$ cat src/rtl/contador_de_programa_pkg.sv
// Shared ISA and control definitions for the fetch-side program counter.
// The opcode values and state encodings are reused by the decoder and control unit.
package contador_de_programa_pkg;

    localparam int PC_W    = 26;
    localparam int INSTR_W = 32;
    localparam int OPC_W   = 6;

    localparam logic [OPC_W-1:0] OP_JUMP = 6'b010110;
    localparam logic [OPC_W-1:0] OP_IN   = 6'b010011;
    localparam logic [OPC_W-1:0] OP_HALT = 6'b011000;

    // Encoding 2'd3 is illegal and is trapped as a range-style error.
    typedef enum logic [1:0] {
        BUSCA          = 2'd0,
        ESPERA_ENTRADA = 2'd1,
        PARADO         = 2'd2
    } estado_t;

    function automatic logic [OPC_W-1:0] opcode_de(input logic [INSTR_W-1:0] instr);
        return instr[INSTR_W-1:INSTR_W-OPC_W];
    endfunction

endpackage

$ cat src/rtl/contador_de_programa_borda.sv
// Rising-edge detector for the user confirm button. The history starts at 1 so that
// a button already held down when reset is released does not count as a press.
module detector_de_borda (
    input  logic clock,
    input  logic reset,
    input  logic entrada,
    output logic borda
);

    logic historico;

    // Track the previous sample of the button level.
    always_ff @(posedge clock) begin
        // NOTE: sequential state uses non-blocking assignments so every register samples pre-edge values.
        if (!reset) historico <= 1'b1;
        else        historico <= entrada;
    end

    assign borda = entrada & ~historico;

endmodule

$ cat src/rtl/contador_de_programa.sv
// Fetch-side program counter: holds the PC, selects the next PC, pre-decodes IN and
// HALT to stall or freeze the core, and qualifies commits through 'executa'.
module contador_de_programa
    import contador_de_programa_pkg::*;
#(
    parameter logic [PC_W-1:0] RESET_VECTOR = 26'd0,
    parameter logic [PC_W-1:0] LIMITE_PC    = 26'd150
) (
    input  logic               clock,
    input  logic               reset,
    input  logic [INSTR_W-1:0] instrucao,
    input  logic               desvio,
    input  logic [PC_W-1:0]    endereco_desvio,
    input  logic               salto_reg,
    input  logic [PC_W-1:0]    endereco_reg,
    input  logic               confirma,
    output logic [PC_W-1:0]    pc,
    output logic [PC_W-1:0]    pc_mais_um,
    output logic               executa,
    output logic [1:0]         estado,
    output logic               parado,
    output logic               erro
);

    estado_t           estado_q, estado_d;
    logic [PC_W-1:0]   pc_q, pc_d;
    logic              erro_q, erro_d;
    logic              borda;
    logic [OPC_W-1:0]  opcode;
    logic              fora_de_faixa;

    detector_de_borda u_borda (
        .clock   (clock),
        .reset   (reset),
        .entrada (confirma),
        .borda   (borda)
    );

    assign opcode        = opcode_de(instrucao);
    assign fora_de_faixa = (pc_q >= LIMITE_PC);
    assign pc_mais_um    = pc_q + PC_W'(1);

    // State register: PC, FSM state and error flag; reset returns to the reset vector.
    always_ff @(posedge clock) begin
        if (!reset) begin
            pc_q     <= RESET_VECTOR;
            estado_q <= BUSCA;
            erro_q   <= 1'b0;
        end else begin
            pc_q     <= pc_d;
            estado_q <= estado_d;
            erro_q   <= erro_d;
        end
    end

    // Next-state and next-PC selection; fetch decisions follow the priority order below.
    always_comb begin
        // NOTE: defaults first so every path assigns every output and no latch is inferred.
        pc_d     = pc_q;
        estado_d = estado_q;
        erro_d   = erro_q;
        case (estado_q)
            BUSCA: begin
                if (fora_de_faixa) begin
                    estado_d = PARADO;
                    erro_d   = 1'b1;
                end else if (opcode == OP_HALT) begin
                    estado_d = PARADO;
                end else if (opcode == OP_IN) begin
                    estado_d = ESPERA_ENTRADA;
                end else if (opcode == OP_JUMP) begin
                    pc_d = instrucao[PC_W-1:0];
                end else if (salto_reg) begin
                    pc_d = endereco_reg;
                end else if (desvio) begin
                    pc_d = endereco_desvio;
                end else begin
                    pc_d = pc_mais_um;
                end
            end
            ESPERA_ENTRADA: begin
                if (borda) begin
                    pc_d     = pc_mais_um;
                    estado_d = BUSCA;
                end
            end
            PARADO: begin
                // Frozen until reset.
            end
            default: begin
                estado_d = PARADO;
                erro_d   = 1'b1;
            end
        endcase
    end

    // Commit qualifier: only a normally retiring instruction or a completed IN writes.
    always_comb begin
        executa = 1'b0;
        if (reset) begin
            case (estado_q)
                BUSCA:          executa = !(fora_de_faixa || opcode == OP_HALT || opcode == OP_IN);
                ESPERA_ENTRADA: executa = borda;
                default:        executa = 1'b0;
            endcase
        end
    end

    assign pc     = pc_q;
    assign estado = estado_q;
    assign parado = (estado_q == PARADO);
    assign erro   = erro_q;

endmodule

$ cat config.mk
export PLATFORM = sky130hd
export DESIGN_NAME = contador_de_programa
export DESIGN_NICKNAME = d
export VERILOG_FILES = /design/src/rtl/contador_de_programa_pkg.sv /design/src/rtl/contador_de_programa_borda.sv /design/src/rtl/contador_de_programa.sv
export SDC_FILE = /design/constraint.sdc
export NUM_CORES = 1
export LEC_CHECK = 0
export CORE_MARGIN = 1.5
export CORE_UTILIZATION = 42
export CTS_BUF_LIST = sky130_fd_sc_hd__clkbuf_4
export DETAILED_ROUTE_END_ITERATION = 10
export PLACE_DENSITY = 0.82
export SLEW_MARGIN = 10
export SYNTH_ARGS = -nofsm -noshare
export SYNTH_HDL_FRONTEND = slang
export SYNTH_SLANG_ARGS = --single-unit
$ cat constraint.sdc
create_clock -name clock -period 2.6 [get_ports clock]
set_clock_uncertainty 0.1 [all_clocks]
set_input_delay 0.52 -clock clock [delete_from_list [all_inputs] [get_ports clock]]
set_output_delay 0.52 -clock clock [all_outputs]
set_load 0.05 [all_outputs]
* Word level (Yosys, flattened, before mapping)
Cells that the tools add are included.
** Word-level totals
- Word-level logic and storage cells :: 47
- Bits in registers :: 30
- Output and inout bits :: 57
- Input port bits :: 89
** Cells by class
- Bitwise gates (word level) :: 4
- Reductions and logical operators :: 9
- $add $sub $neg :: 1
- Muxes and demuxes :: 17
- Equality and inequality tests :: 11
- Order comparisons :: 1
** Operators by type and width (count)
- two-way mux 26 bit :: 7
- case mux 26 bit (2 select lines) :: 1
- adder 26 x 1 -> 26 bit (second input constant) :: 1
- >= comparator 26 x 8 -> 1 bit (second input constant) :: 1
- equality test 6 x 5 -> 1 bit (second input constant) :: 3
- != test 2 bit (second input constant) :: 5
- two-way mux 2 bit :: 4
- case mux 2 bit (3 select lines) :: 1
- AND reduction 5 bit :: 1
- != test 4 bit (second input constant) :: 1
- case mux 1 bit (2 select lines) :: 2
- NOT 1 bit :: 3
- AND reduction 3 bit :: 1
- equality test 2 x 1 -> 1 bit (second input constant) :: 1
- equality test 2 bit (second input constant) :: 1
- zero test 2 bit :: 1
- logical OR 1 bit :: 2
- two-way mux 1 bit :: 2
- AND reduction 2 bit :: 1
- nonzero test 2 bit :: 1
- OR reduction 2 bit :: 1
- bitwise AND 1 bit :: 1
- zero test 1 bit :: 1

* Longest topological paths before layout
Gate-level depths: netlist of the first run.
- Depth after elaboration :: 8
- Mapped depth :: 10
- Depth with buffers taken out :: 8

* Modules after synthesis
From an unflattened synthesis of the first run, not the netlist that was laid out.
** Unflattened totals
- Cells, all modules :: 404
- Area total of the unflattened synthesis :: 2832.7 sq um
** By module, submodules not included
- contador_de_programa :: times used 1, cells an instance 401, seq. area each 580.6 sq um, area an instance 2792.7 sq um
- detector_de_borda :: times used 1, cells an instance 3, seq. area each 20.0 sq um, area an instance 40.0 sq um

* Worst setup path before layout of the first run
No wires, ideal clock.
- Kind :: reg2out
- Start :: register pc_q[0], in the netlist pc[0]
- End :: output executa
- Data arrival time :: 2828 ps
- Stages on the path, launching flop included :: 8
- Required time :: 1980 ps
- Path slack :: -848 ps
- Buffers on the path :: 1
- Path through :: dfxtp_1 inv_1 ha_1 o21ai_0 a21oi_1 nand4bb_4 buf_6 a21oi_1
** On the way
- Cells in the longest elaborated chain, start to end :: 6
** RTL lines
- start: declaration :: line contador_de_programa.sv:26 : logic [PC_W-1:0] pc_q, pc_d;
- start signal: assignment :: line contador_de_programa.sv:50 : pc_q <= pc_d;
- >= comparator 26 x 8 -> 1 bit :: line contador_de_programa.sv:40 : assign fora_de_faixa = (pc_q >= LIMITE_PC);
- logical OR 1 bit (2 in series) :: line contador_de_programa.sv:102 : BUSCA: executa = !(fora_de_faixa || opcode == OP_HALT || opcode == OP_IN);
- zero test 1 bit :: line contador_de_programa.sv:102
- case mux 1 bit (2 select lines) :: line contador_de_programa.sv:101 : case (estado_q)
- two-way mux 1 bit :: line contador_de_programa.sv:100 : if (reset) begin
- end: declaration :: line contador_de_programa.sv:19 : output logic executa,
Every way passes these cells.

* Worst setup path in the final report of the first run
- Start :: register pc_q[0], in the netlist pc[0]
- End :: output pc_mais_um[21]
** On the way
- Cells in the longest elaborated chain, start to end :: 1
** RTL lines
- adder 26 x 1 -> 26 bit :: line contador_de_programa.sv:41 : assign pc_mais_um = pc_q + PC_W'(1);
- end: declaration :: line contador_de_programa.sv:18 : output logic [PC_W-1:0] pc_mais_um,
Every way passes these cells.

==> impl_summary.md, run 1 <==
Layout
The finished cells cover roughly 0.0058 mm^2. The post-layout instance count excluding filler cells is between 700 and 800. The fraction of final layout cells with drive strength greater than 1 is 0.338. The net count of the finished layout is 715. The area growth from synthesis to layout is 94.3%. The repair_antennas step left the layout with diodes totalling 0.

Synthesis
Of all cell types, the one taking the most synthesized area is dfxtp_1. The share of the Yosys chip area taken by registers is 0.201. The share of synthesized area in the top cell type comes to 0.201. The share of the synthesized area in compound gates (AO/OA/AOI/OAI) is 0.345. The synthesized area is around 0.0030 mm^2. The post-synthesis async set-or-reset flop share is 0.

Of the total synthesized cell area, the portion taken by full adders, half adders and majority gates is 0.0209. The flip-flop and latch count after synthesis is 30. For this run, the number of Yosys warnings is 0. The main combinational cell family by area after synthesis is compound AO/OA/AOI/OAI gates. By count the netlist is led by a21oi_1, nand2_1, nor2_1.

Of the total synthesized cell area, the portion taken by AND, OR, NAND and NOR gates is 0.279. The synthesized netlist contains 67 unique library cells. The share of synthesized area spent on multiplexers is 0.0134.

Of the total synthesized cell area, the portion taken by XOR and XNOR cells is 0.0644. When the netlist entered floorplanning its net count stood at a little over 500. In the synthesized netlist the dominant register cell turns out to be dfxtp_1.

In the synthesized netlist, the number of instances is approximately 420. The number of synthesized flops with an enable pin is 0. By area the synthesized netlist is led by dfxtp_1, a21oi_1, nand2_1. The average size of a mapped cell is a little over 7 um^2.

Clock tree
Clock tree synthesis inserted a total of 5 buffers. The clock drives 30 sinks. The maximum buffer depth of the clock tree is 2. The number of H-tree levels is 2. The tree is rooted in a clkbuf_4.

The clock-pin slew on the worst setup and hold paths is about 100 ps. Clock latency on the worst-skew pair, taken at its later pin, is roughly 340 ps. The number of hold buffers added after CTS is 0. TritonCTS built the clock tree.

Setup path
For the worst setup path, the data arrival time is roughly 2000 ps. The critical setup path kind is reg2out. For this run, the slowest stage of the critical path takes about 440 ps. In this run the worst path has a maximum fanout of 5. The worst setup path is captured at an output pin. At the worst endpoint, the required time is 1980 ps.

The worst setup path is launched from a flop. The highest-delay cell along the critical path is or3_4. Walking the worst path, the cells encountered are nand3_4 -> or3_4 -> or3_4 -> xnor2_4 -> buf_12. The most common cell type on the critical path is or3_4.

Floorplan
The horizontal extent of the die is between 80 and 90 um. The area inside the core boundary is between 0.006 and 0.007 mm^2. The die covers around 0.0076 mm^2.

The number of ports placed on the die boundary is 146. For this configuration, the core starts out at a cell density of 0.438. From bottom edge to top edge, the die measures 87.4 um. Row generation in the floorplan step produced 30 rows.

Global route
The pin count of the biggest net entering global routing is 25. The first global-routing pass estimated approximately 23000 um of wire. The total overflow left after global routing is 0. The initial antenna violation count is 0. The number of global-route vias before repair is 4471. Across every metal layer, demand over resource in global routing totals 0.386.

STA
The number of pins exceeding their max-slew limit in the final report is 0. Setup repair after global routing could not meet its margin everywhere. The least setup slack across all paths after layout is -42.3 ps.

The worst max-slew margin expressed relative to the limit is 0.369. The final setup violation count is 3. The worst path in the final design needs a cycle of around 2600 ps, including I/O delays and setup. The highest clock rate is ~0.38 GHz. For the final routed database, the setup TNS stands at -82.9 ps. The count of endpoints failing hold in the final timing report is 0. Of the available clock period, the critical path in the final layout requires 1.02. For the pin with the worst max-slew slack, the measured transition is between 900 and 1000 ps.

Final hold analysis gives a worst-case slack of 373 ps.

Power and ir drop
The static power due to leakage is ~2.3 nW. The total power is roughly 0.0056 W. For this design the ratio of total power to cell area is a little under 1000 mW/mm^2.

The worst supply voltage drop on vdd is 699 uV.

Min path
The type of the most critical hold path is reg2reg.

Drt
In this run, the number of DRC markers left after iteration 0 of detailed routing was just over 400. The routed layout has 4543 vias. Dividing the detail-routed wire length by the instance count gives between 20 and 25 um. The count of nets left with antenna violations once routing finished came out at 0.

The routed wire length is around 15000 um. The vias per cell is ~6.3. The DRC violations left is 0. The detailed-router iteration count before antenna repair is 6.

Placement
The instance count after placement with tap cells included is around 680. The final weighted congestion of routability-driven global placement is 0.902. The HPWL after detailed placement is around 11000 um. The count of buffers added on input and output ports is 145. The post-placement cell area is about 0.0053 mm^2.

Run status
The flow ran to the end, but the final reports show violations. The checks that failed: negative setup slack.

Job
The max-capacitance violation count is 0.
## cell families after synthesis
kind of cell / Yosys count
simple gates: 155
compound gates: 149
buf+inv: 51
flops: 30
xor+xnor: 22
fa+ha+maj: 5
mux: 4
## cells in the final DEF, fill, tap and decap left out, drive strengths merged, types with 5 or more instances in the layout
| cell type | Yosys | final |
|---|---|---|
| clkdlybuf4s50 | 0 | 116 |
| nand3 | 18 | 18 |
| a21oi | 37 | 37 |
| nor3 | 23 | 23 |
| nor2 | 34 | 34 |
| ha | 5 | 5 |
| xnor2 | 11 | 11 |
| a221oi | 6 | 6 |
| nor4 | 5 | 5 |
| nand4 | 8 | 8 |
| inv | 13 | 12 |
| xor2 | 11 | 11 |
| a221o | 7 | 7 |
| buf | 12 | 114 |
| dfxtp | 30 | 30 |
| a211oi | 6 | 6 |
| clkbuf | 24 | 6 |
| nand2b | 5 | 5 |
| o221ai | 7 | 7 |
| a31oi | 6 | 6 |
| nand2 | 36 | 36 |
| o21a | 6 | 6 |
| o211ai | 11 | 11 |
| o21ai | 28 | 28 |
## stage by stage
stage | setup slack, ps | utilization
after floorplan | -33.2 | -
after global placement | -251 | 0.780
after detailed placement | -342 | 0.780
after CTS | -43.0 | 0.818
after global routing | -88.5 | 0.851
final | -42.3 | 0.851
## critical path, delay by kind of cell, from the launching register on
kind / cells / cell delay [ps]
and+or+nand+nor: 3 / 910
DFF: 1 / 420
buffers and inverters: 1 / 150
xor gates and xnor gates: 1 / 200
## what timing repair did
| action | CTS | global route |
|---|---|---|
| buffers inserted | 13 | 16 |
| resized for setup | 32 | 29 |
| pin swaps | 11 | 18 |
| setup endpoints to repair | 18 | 21 |
## layer usage
layer | wire (um) | GRT usage | up-vias
met1 | 5480 | 0.452 | 2115
li1 | - | - | 1989
met2 | 7370 | 0.667 | 347
met3 | 1420 | 0.0540 | 92
met5 | 0 | 0 | -
met4 | 908 | 0.227 | 0
## registers in the layout, indices dropped and copies added, names as in the netlist
register and flops:
u_borda.historico 1, pc 26, erro 1, estado 2
## layout make-up
class,instances,area [um^2]
multi-input cells,335,2550
repair buffers,234,2360
fillers,399,1010
flip-flops and latches,30,673
well taps,96,120
inverters,15,60.1
clock buffers,6,45.0
clock inverters,2,10.0
## final timing paths
kind	startpoint	end	slack (ps)	cells after the start
worst max-delay path	pc[0]	pc_mais_um[21]	-40	5
worst min-delay path	erro	erro	370	1
worst max register to register	pc[0]	pc[6]	120	11
worst min register to register	erro	erro	370	1
## power by group
group          total (W)  internal, W  switching, W
clock           0.000290     0.000113      0.000176
combinational    0.00444      0.00194       0.00251
sequential      0.000894     0.000652      0.000242
(Power assumes the default switching activity.)
==> inputs of run 2 (changes only) <==
--- a/config.mk
+++ b/config.mk
@@ -6,10 +6,10 @@
 export NUM_CORES = 1
 export LEC_CHECK = 0
 export CORE_MARGIN = 1.5
-export CORE_UTILIZATION = 42
+export CORE_UTILIZATION = 46
 export CTS_BUF_LIST = sky130_fd_sc_hd__clkbuf_4
 export DETAILED_ROUTE_END_ITERATION = 10
-export PLACE_DENSITY = 0.82
+export PLACE_DENSITY = 0.89
 export SLEW_MARGIN = 10
 export SYNTH_ARGS = -nofsm -noshare
 export SYNTH_HDL_FRONTEND = slang
==> constraint.sdc (replaced) <==
create_clock -name clock -period 3.05 [get_ports clock]
set_clock_uncertainty 0.1 [all_clocks]
set_input_delay 0.61 -clock clock [delete_from_list [all_inputs] [get_ports clock]]
set_output_delay 0.61 -clock clock [all_outputs]
set_load 0.05 [all_outputs]
==> impl_summary.md, run 2 (synthesis gave the netlist of run 1 again) <==
STA
The final setup violation count is 0 (-3). The worst max-slew margin expressed relative to the limit was 0.587 (+0.218). The highest clock rate is approximately 0.34 GHz.

Setup repair after global routing left no endpoint under its margin. Counting I/O delays and the setup requirement, the final critical path takes between 2000 and 3000 ps. The count of endpoints failing hold in the final timing report is 0 (unchanged). Dividing the final minimum period by the clock period gives 0.977.

The pin slew with the least headroom to its limit is 613 ps (-331 ps). The post-route worst hold slack came to 407 ps (+33.1 ps). The total negative slack for setup checks is 0 ps (+82.9 ps). The number of pins exceeding their max-slew limit in the final report is 0 (unchanged).

Layout
The number of diodes is 0 (unchanged). The commonest non-fill, non-tap cell in the layout is clkdlybuf4s50_1. The area occupied by multi-input gates is 0.00233 mm^2 (-8.5%). The number of filler instances in the final layout is 449 (+13%). The fraction of final layout cells with drive strength greater than 1 is 0.196 (-0.142).

From synthesis to final layout, the design area changed by 67.2%. The number of flip-flops under the largest register name is 26 (unchanged). The footprint of the flip-flops and latches is 616 um^2 (-8.6%). The share of the core filled with cells in the final layout came to 0.793 (-0.0588). The post-layout instance area is 0.00500 mm^2 (-14%). The number of nets at the end of the flow is 661 (-7.6%).

The library cells used most frequently in the layout, excluding fill and tap cells, are clkdlybuf4s50_1, buf_4, nand2_1.

Min path
The startpoint of the worst hold path is erro. The tightest min-delay check is of the reg2reg type. The number of cells traversed by the worst hold path is 1 (unchanged). The end point of the most critical hold path is erro.

Setup path
The largest individual stage delay along the critical path comes from the cell dfxtp_1. The slack of the worst reg-to-reg path is 400 ps (+280 ps). The element type at the critical path start is a flop. The worst endpoint required time was 2340 ps (+360 ps). Traced cell by cell, the critical path runs through nand3_1 -> nand4bb_2 -> o31ai_1 -> nand2_1 -> buf_4. The cell count of the worst reg-to-reg path was 12 (+1). The endpoint arrival time on the critical path is 2270 ps (+250 ps). The delay of the slowest cell on the worst path came to 480 ps (+40 ps). The sort of element at the end of the critical path is an output pin. The end of the worst register-to-register path is pc[20]. The critical path launch point is pc[10]. The critical setup path kind is reg2out. The largest fanout of any net on the critical path is 7 (+2). The startpoint identified for the worst register-to-register timing path is pc[0].

Drt
The detailed-router iteration count before antenna repair is 5 (-1). The post-detailed-route count of antenna-violating nets is 0 (unchanged). The vias per cell was 6.57 (+3.8%). The violation count after the first detailed-route iteration came to 505 (+25%). The routed wire length was 13500 um (-11%). The DRC violations left is 0 (unchanged).

The total vias in the final route is 4222 (-7.1%). The routed wirelength normalized by instance count is 21.0 um (-0.82%).

Clock tree
Clock tree synthesis selected as its root buffer the cell clkbuf_4. The count of clock tree sinks is 30 (unchanged). The clock-pin slew on the worst setup and hold paths is 100 ps (about the same). The number of H-tree levels is 2 (unchanged).

The latest clock arrival within the worst-skew pair is 350 ps (about the same). The maximum buffer depth of the clock tree is 2 (unchanged). The clock buffer count from CTS was 5 (unchanged). The CTS tree is done. The number of hold buffers added after CTS is 0 (unchanged).

Placement
The detailed placement HPWL is 10400 um (-5.6%). The final weighted congestion of routability-driven global placement is 0.958 (+6.2%). The post-placement cell area is 0.00488 mm^2 (-8.5%). The count of port buffers added during placement is 145 (unchanged).

Power and ir drop
The fraction of power consumed by the clock network was 0.053 (about the same). The internal power consumption came to 0.00198 W (-27%). The worst supply voltage drop on vdd came to 804 uV (+15%).

The share of total power in sequential cells came to 0.179 (+0.020). The switching part of the total power is 0.543 (+0.0232). The share of power burned in combinational logic came to 0.768 (-0.022). The total power density per cell area is 865 mW/mm^2 (-11%). The static power due to leakage came to 1.96 nW (-15%). The switching power total is 0.00235 W (-20%).

Floorplan
The height of the chip came to 83.7 um (-4.3%). The number of ports placed on the die boundary was 146 (unchanged). The horizontal extent of the die was 83.7 um (-4.3%). The area inside the core boundary is 0.00631 mm^2 (-7.6%). The count of standard-cell rows was 29 (-3.3%). The die footprint was 0.00700 mm^2 (-8.4%). The starting density of the core is 0.474 (+0.0360).

Global route
The first-pass GRT wire length came to 21500 um (-4.7%). The total routing usage reported by global routing is 0.387 (+0.000491). The pin count of the biggest net entering global routing is 25 (unchanged).

The initial antenna violation count is 0 (unchanged). The number of global-route vias before repair is 4086 (-8.6%). The remaining global-route overflow is 0 (unchanged).

Job
The max-capacitance violation count was 0 (unchanged).

Run status
The run finished with clean final reports.
==> run 2: through the flow <==
step	instances	total power, W	worst slack, ps
after global routing	643	0.00451	14.1
after detailed placement	634	0.00398	12.0
after CTS	640	0.00421	-36.1
after floorplan	416	0.00281	-176
final	643	0.00433	70.8
after global placement	634	0.00393	69.4
==> run 2: how the worst max path moves through the flow <==
stage	end	slack [ps]	cells after the start
after floorplan	executa	-180	7
after global placement	executa	70	6
after detailed placement	executa	10	6
after CTS	pc_mais_um[14]	-40	9
after global routing	pc_mais_um[24]	10	5
final	pc_mais_um[24]	70	5
==> run 2: final cells by class <==
type,instances,area share
Tap cell,77,0.0193
Timing Repair Buffer,180,0.372
Multi-Input combinational cell,335,0.466
Sequential cell,30,0.123
Inverter,15,0.0113
Clock inverter,1,0.000750
Clock buffer,5,0.00750
==> run 2: power by group through the flow <==
stage          registers (W)  clock network [W]  logic (W)
2_1_floorplan        0.00107                  0    0.00173
3_3_place_gp        0.000761                  0    0.00317
3_5_place_dp        0.000765                  0    0.00322
4_1_cts             0.000758           0.000220    0.00323
5_1_grt             0.000794           0.000244    0.00347
6_report            0.000776           0.000229    0.00332
==> run 2: timing repair <==
action                                  in CTS  in global routing
pin swaps                                    0                  2
gates resized for setup                      4                 14
buffers inserted                             0                  3
endpoints found under the setup margin      10                 14
==> run 2: per-layer routing <==
metal  part of all wire  track usage  wire, um  up-vias
met3               0.10       0.0950      1400       54
met5                  0            0         0        -
met4              0.042        0.167       564        0
li1                   -            -         -     1871
met1               0.39        0.484      5230     1953
met2               0.47        0.632      6280      344
==> run 2: critical path: cells and delay by family (launching register included) <==
kind            cells  cell delay, ps
flops               1             480
buf+inv             1             230
simple gates        3             870
compound gates      1             340
==> inputs of run 3 (changes only) <==
--- a/config.mk
+++ b/config.mk
@@ -5,9 +5,9 @@
 export SDC_FILE = /design/constraint.sdc
 export NUM_CORES = 1
 export LEC_CHECK = 0
-export CORE_MARGIN = 1.5
 export CORE_UTILIZATION = 46
 export CTS_BUF_LIST = sky130_fd_sc_hd__clkbuf_4
+export CTS_CLUSTER_DIAMETER = 60
 export DETAILED_ROUTE_END_ITERATION = 10
 export PLACE_DENSITY = 0.89
 export SLEW_MARGIN = 10
==> impl_summary.md, run 3 (synthesis gave the netlist of run 1 again) <==
Placement
The instance count after placement with tap cells included came to 635 (+0.16%). The post-placement cell area is 0.00488 mm^2 (+0.15%). The pre-CTS setup slack is -27.7 ps (-39.7 ps). The final weighted congestion of routability-driven global placement was 0.961 (+0.34%). The count of port buffers added during placement is 145 (unchanged). The detailed placement HPWL is 10300 um (-1.6%).

Setup path
The worst setup path is launched from a flop. The critical path goes through buf_4 -> inv_1 -> ha_1 -> o21ai_0 -> a21oi_1 -> nand4bb_4 -> a21oi_2 -> buf_4. The delay of the slowest cell on the worst path was 400 ps (-80 ps). The cell family with the largest share of critical-path delay is compound AO/OA/AOI/OAI gates.

The endpoint arrival time on the critical path is 2290 ps (+20 ps). The critical path launch point is pc[0]. The end of the worst register-to-register path is pc[6].

The buffer and inverter count on the worst path came to 3 (+2). The worst endpoint required time is 2340 ps (about the same). The most critical setup path has its endpoint at executa. The highest-delay cell along the critical path is dfxtp_1. The cell count of the worst reg-to-reg path is 11 (-1).

The slack of the worst reg-to-reg path is 380 ps (-20 ps). The sort of element at the end of the critical path is an output pin. The number of cells on the critical path is 8 (+3). The critical path is of the reg2out type.

The largest fanout of any net on the critical path is 5 (-2). The launching point of the worst reg2reg path is pc[0]. The most common cell type on the critical path is buf_4.

Clock tree
The clock-pin slew on the worst setup and hold paths is 100 ps (about the same). TritonCTS built the clock tree. The number of hold buffers added after CTS was 0 (unchanged). The maximum buffer depth of the clock tree is 2 (unchanged). The root buffer cell chosen for the clock tree is clkbuf_4.

The clock buffer count from CTS was 5 (unchanged). The latest clock arrival within the worst-skew pair is 350 ps (about the same). The count of clock tree sinks was 30 (unchanged). The number of H-tree levels is 2 (unchanged).

Drt
The post-detailed-route count of antenna-violating nets is 0 (unchanged). The vias per cell came to 6.52 (-0.75%). The total vias in the final route came to 4197 (-0.59%). The DRC violations left is 0 (unchanged).

The routed wire length is 13400 um (-0.78%). The routed wirelength normalized by instance count is 20.8 um (-0.93%). The violation count after the first detailed-route iteration is 352 (-30%).

The detailed-router iteration count before antenna repair is 5 (unchanged).

STA
The pin slew with the least headroom to its limit is 574 ps (-39.2 ps). The time the final worst path needs with I/O delays and setup is 3000 ps (+19.3 ps). The number of pins exceeding their max-slew limit in the final report is 0 (unchanged). The fraction of the cycle the final worst path needs is 0.983 (+0.00633).

The final setup violation count is 0 (unchanged). The worst max-slew margin expressed relative to the limit is 0.617 (+0.0305). The highest clock rate is 0.333 GHz (-0.64%). The count of endpoints failing hold in the final timing report is 0 (unchanged). The least setup slack across all paths after layout was 51.5 ps (-19.3 ps).

Layout
The post-layout instance count excluding filler cells was 644 (+0.16%). The number of filler instances in the final layout is 469 (+4.5%). The fraction of final layout cells with drive strength greater than 1 was 0.187 (-0.00916).

The number of nets at the end of the flow is 661 (unchanged). The post-layout instance area came to 0.00497 mm^2 (-0.62%). The area occupied by multi-input gates is 0.00230 mm^2 (-1.4%). In the layout the commonest cells are clkdlybuf4s50_1, buf_4, nand2_1. The area growth from synthesis to layout is 66.1%. The number of diodes is 0 (unchanged). The footprint of the flip-flops and latches is 608 um^2 (-1.2%).

The number of flip-flops under the largest register name is 26 (unchanged). The library cell used most frequently in the layout, excluding fill and tap cells, is clkdlybuf4s50_1.

Job
The max-capacitance violation count is 0 (unchanged).

Global route
The first-pass GRT wire length is 20200 um (-6.1%). The pin count of the biggest net entering global routing is 30 (+20%). The total routing usage reported by global routing is 0.404 (+0.0170). The initial antenna violation count is 0 (unchanged). The remaining global-route overflow is 0 (unchanged).

The number of global-route vias before repair came to 3989 (-2.4%).

Floorplan
The die footprint was 0.00684 mm^2 (-2.4%). The area inside the core boundary is 0.00631 mm^2 (unchanged). The number of ports placed on the die boundary is 146 (unchanged).

The horizontal extent of the die is 82.7 um (-1.2%). The count of standard-cell rows is 29 (unchanged). The starting density of the core is 0.474 (unchanged). The height of the chip is 82.7 um (-1.2%).

Power and ir drop
The static power due to leakage came to 1.90 nW (-3.0%). The worst supply voltage drop on vdd is 952 uV (+18%). The total power density per cell area is 869 mW/mm^2 (+0.43%).

Run status
The flow ran to the end, and the final reports show no timing, DRC or antenna violations.

Min path
The tightest min-delay check is of the reg2reg type.
==> run 3: final cells by class <==
| type | count | area share |
|---|---|---|
| clock buffers | 7 | 0.0106 |
| inverters | 15 | 0.0113 |
| multi-input cells | 335 | 0.463 |
| flip-flops and latches | 30 | 0.122 |
| well taps | 77 | 0.0194 |
| repair buffers | 180 | 0.374 |
==> run 3: power by group <==
part	leakage [nW]	switching [W]	internal [W]	total, W
Clock	0.0322	0.000152	0.000105	0.000257
Combinational	1.62	0.00195	0.00137	0.00332
Sequential	0.248	0.000222	0.000524	0.000746
==> run 3: worst min-delay path by stage <==
stage / startpoint / end / slack [ps] / cells after the start
6_report: erro / erro / 400 / 1
5_1_grt: estado[0] / estado[0] / 450 / 2
4_1_cts: erro / erro / 400 / 1
3_5_place_dp: erro / erro / 370 / 1
3_3_place_gp: erro / erro / 350 / 1
2_1_floorplan: pc[7] / pc[7] / 530 / 2
==> run 3: worst register-to-register path: stages, from the launching register on <==
cell,delay (ps)
dfxtp_1,400
buf_4,160
inv_1,80
ha_1,220
o21ai_0,160
a21oi_1,210
nand4bb_4,350
buf_4,180
a22oi_2,100
buf_4,300
a21boi_0,150
o21a_1,180
==> run 3: repair_timing <==
action,CTS,global route
setup buffers,0,2
endpoints found under the setup margin,4,8
pin swaps,0,1
gates cloned,0,0
gates resized for setup,3,4
==> run 3: per-stage QoR <==
stage | utilization | total power [W] | hold WS (ps) | TNS (ps)
global route | 0.788 | 0.00452 | 452 | -21.5
finish | 0.788 | 0.00432 | 403 | 0
global placement | 0.773 | 0.00392 | 354 | 0
detailed placement | 0.773 | 0.00397 | 374 | -69.5
floorplan | - | 0.00281 | 532 | -176
CTS | 0.784 | 0.00423 | 402 | 0
==> run 3: metal layers <==
layer  wire [um]  part of all wire  vias to the layer above  global-route usage
li1            -                 -                     1866                   -
met1        5140              0.38                     1963               0.468
met2        6200              0.46                      307               0.680
met3        1400              0.10                       61              0.0967
met4         633             0.047                        0               0.221
met5           0                 0                        -                   0
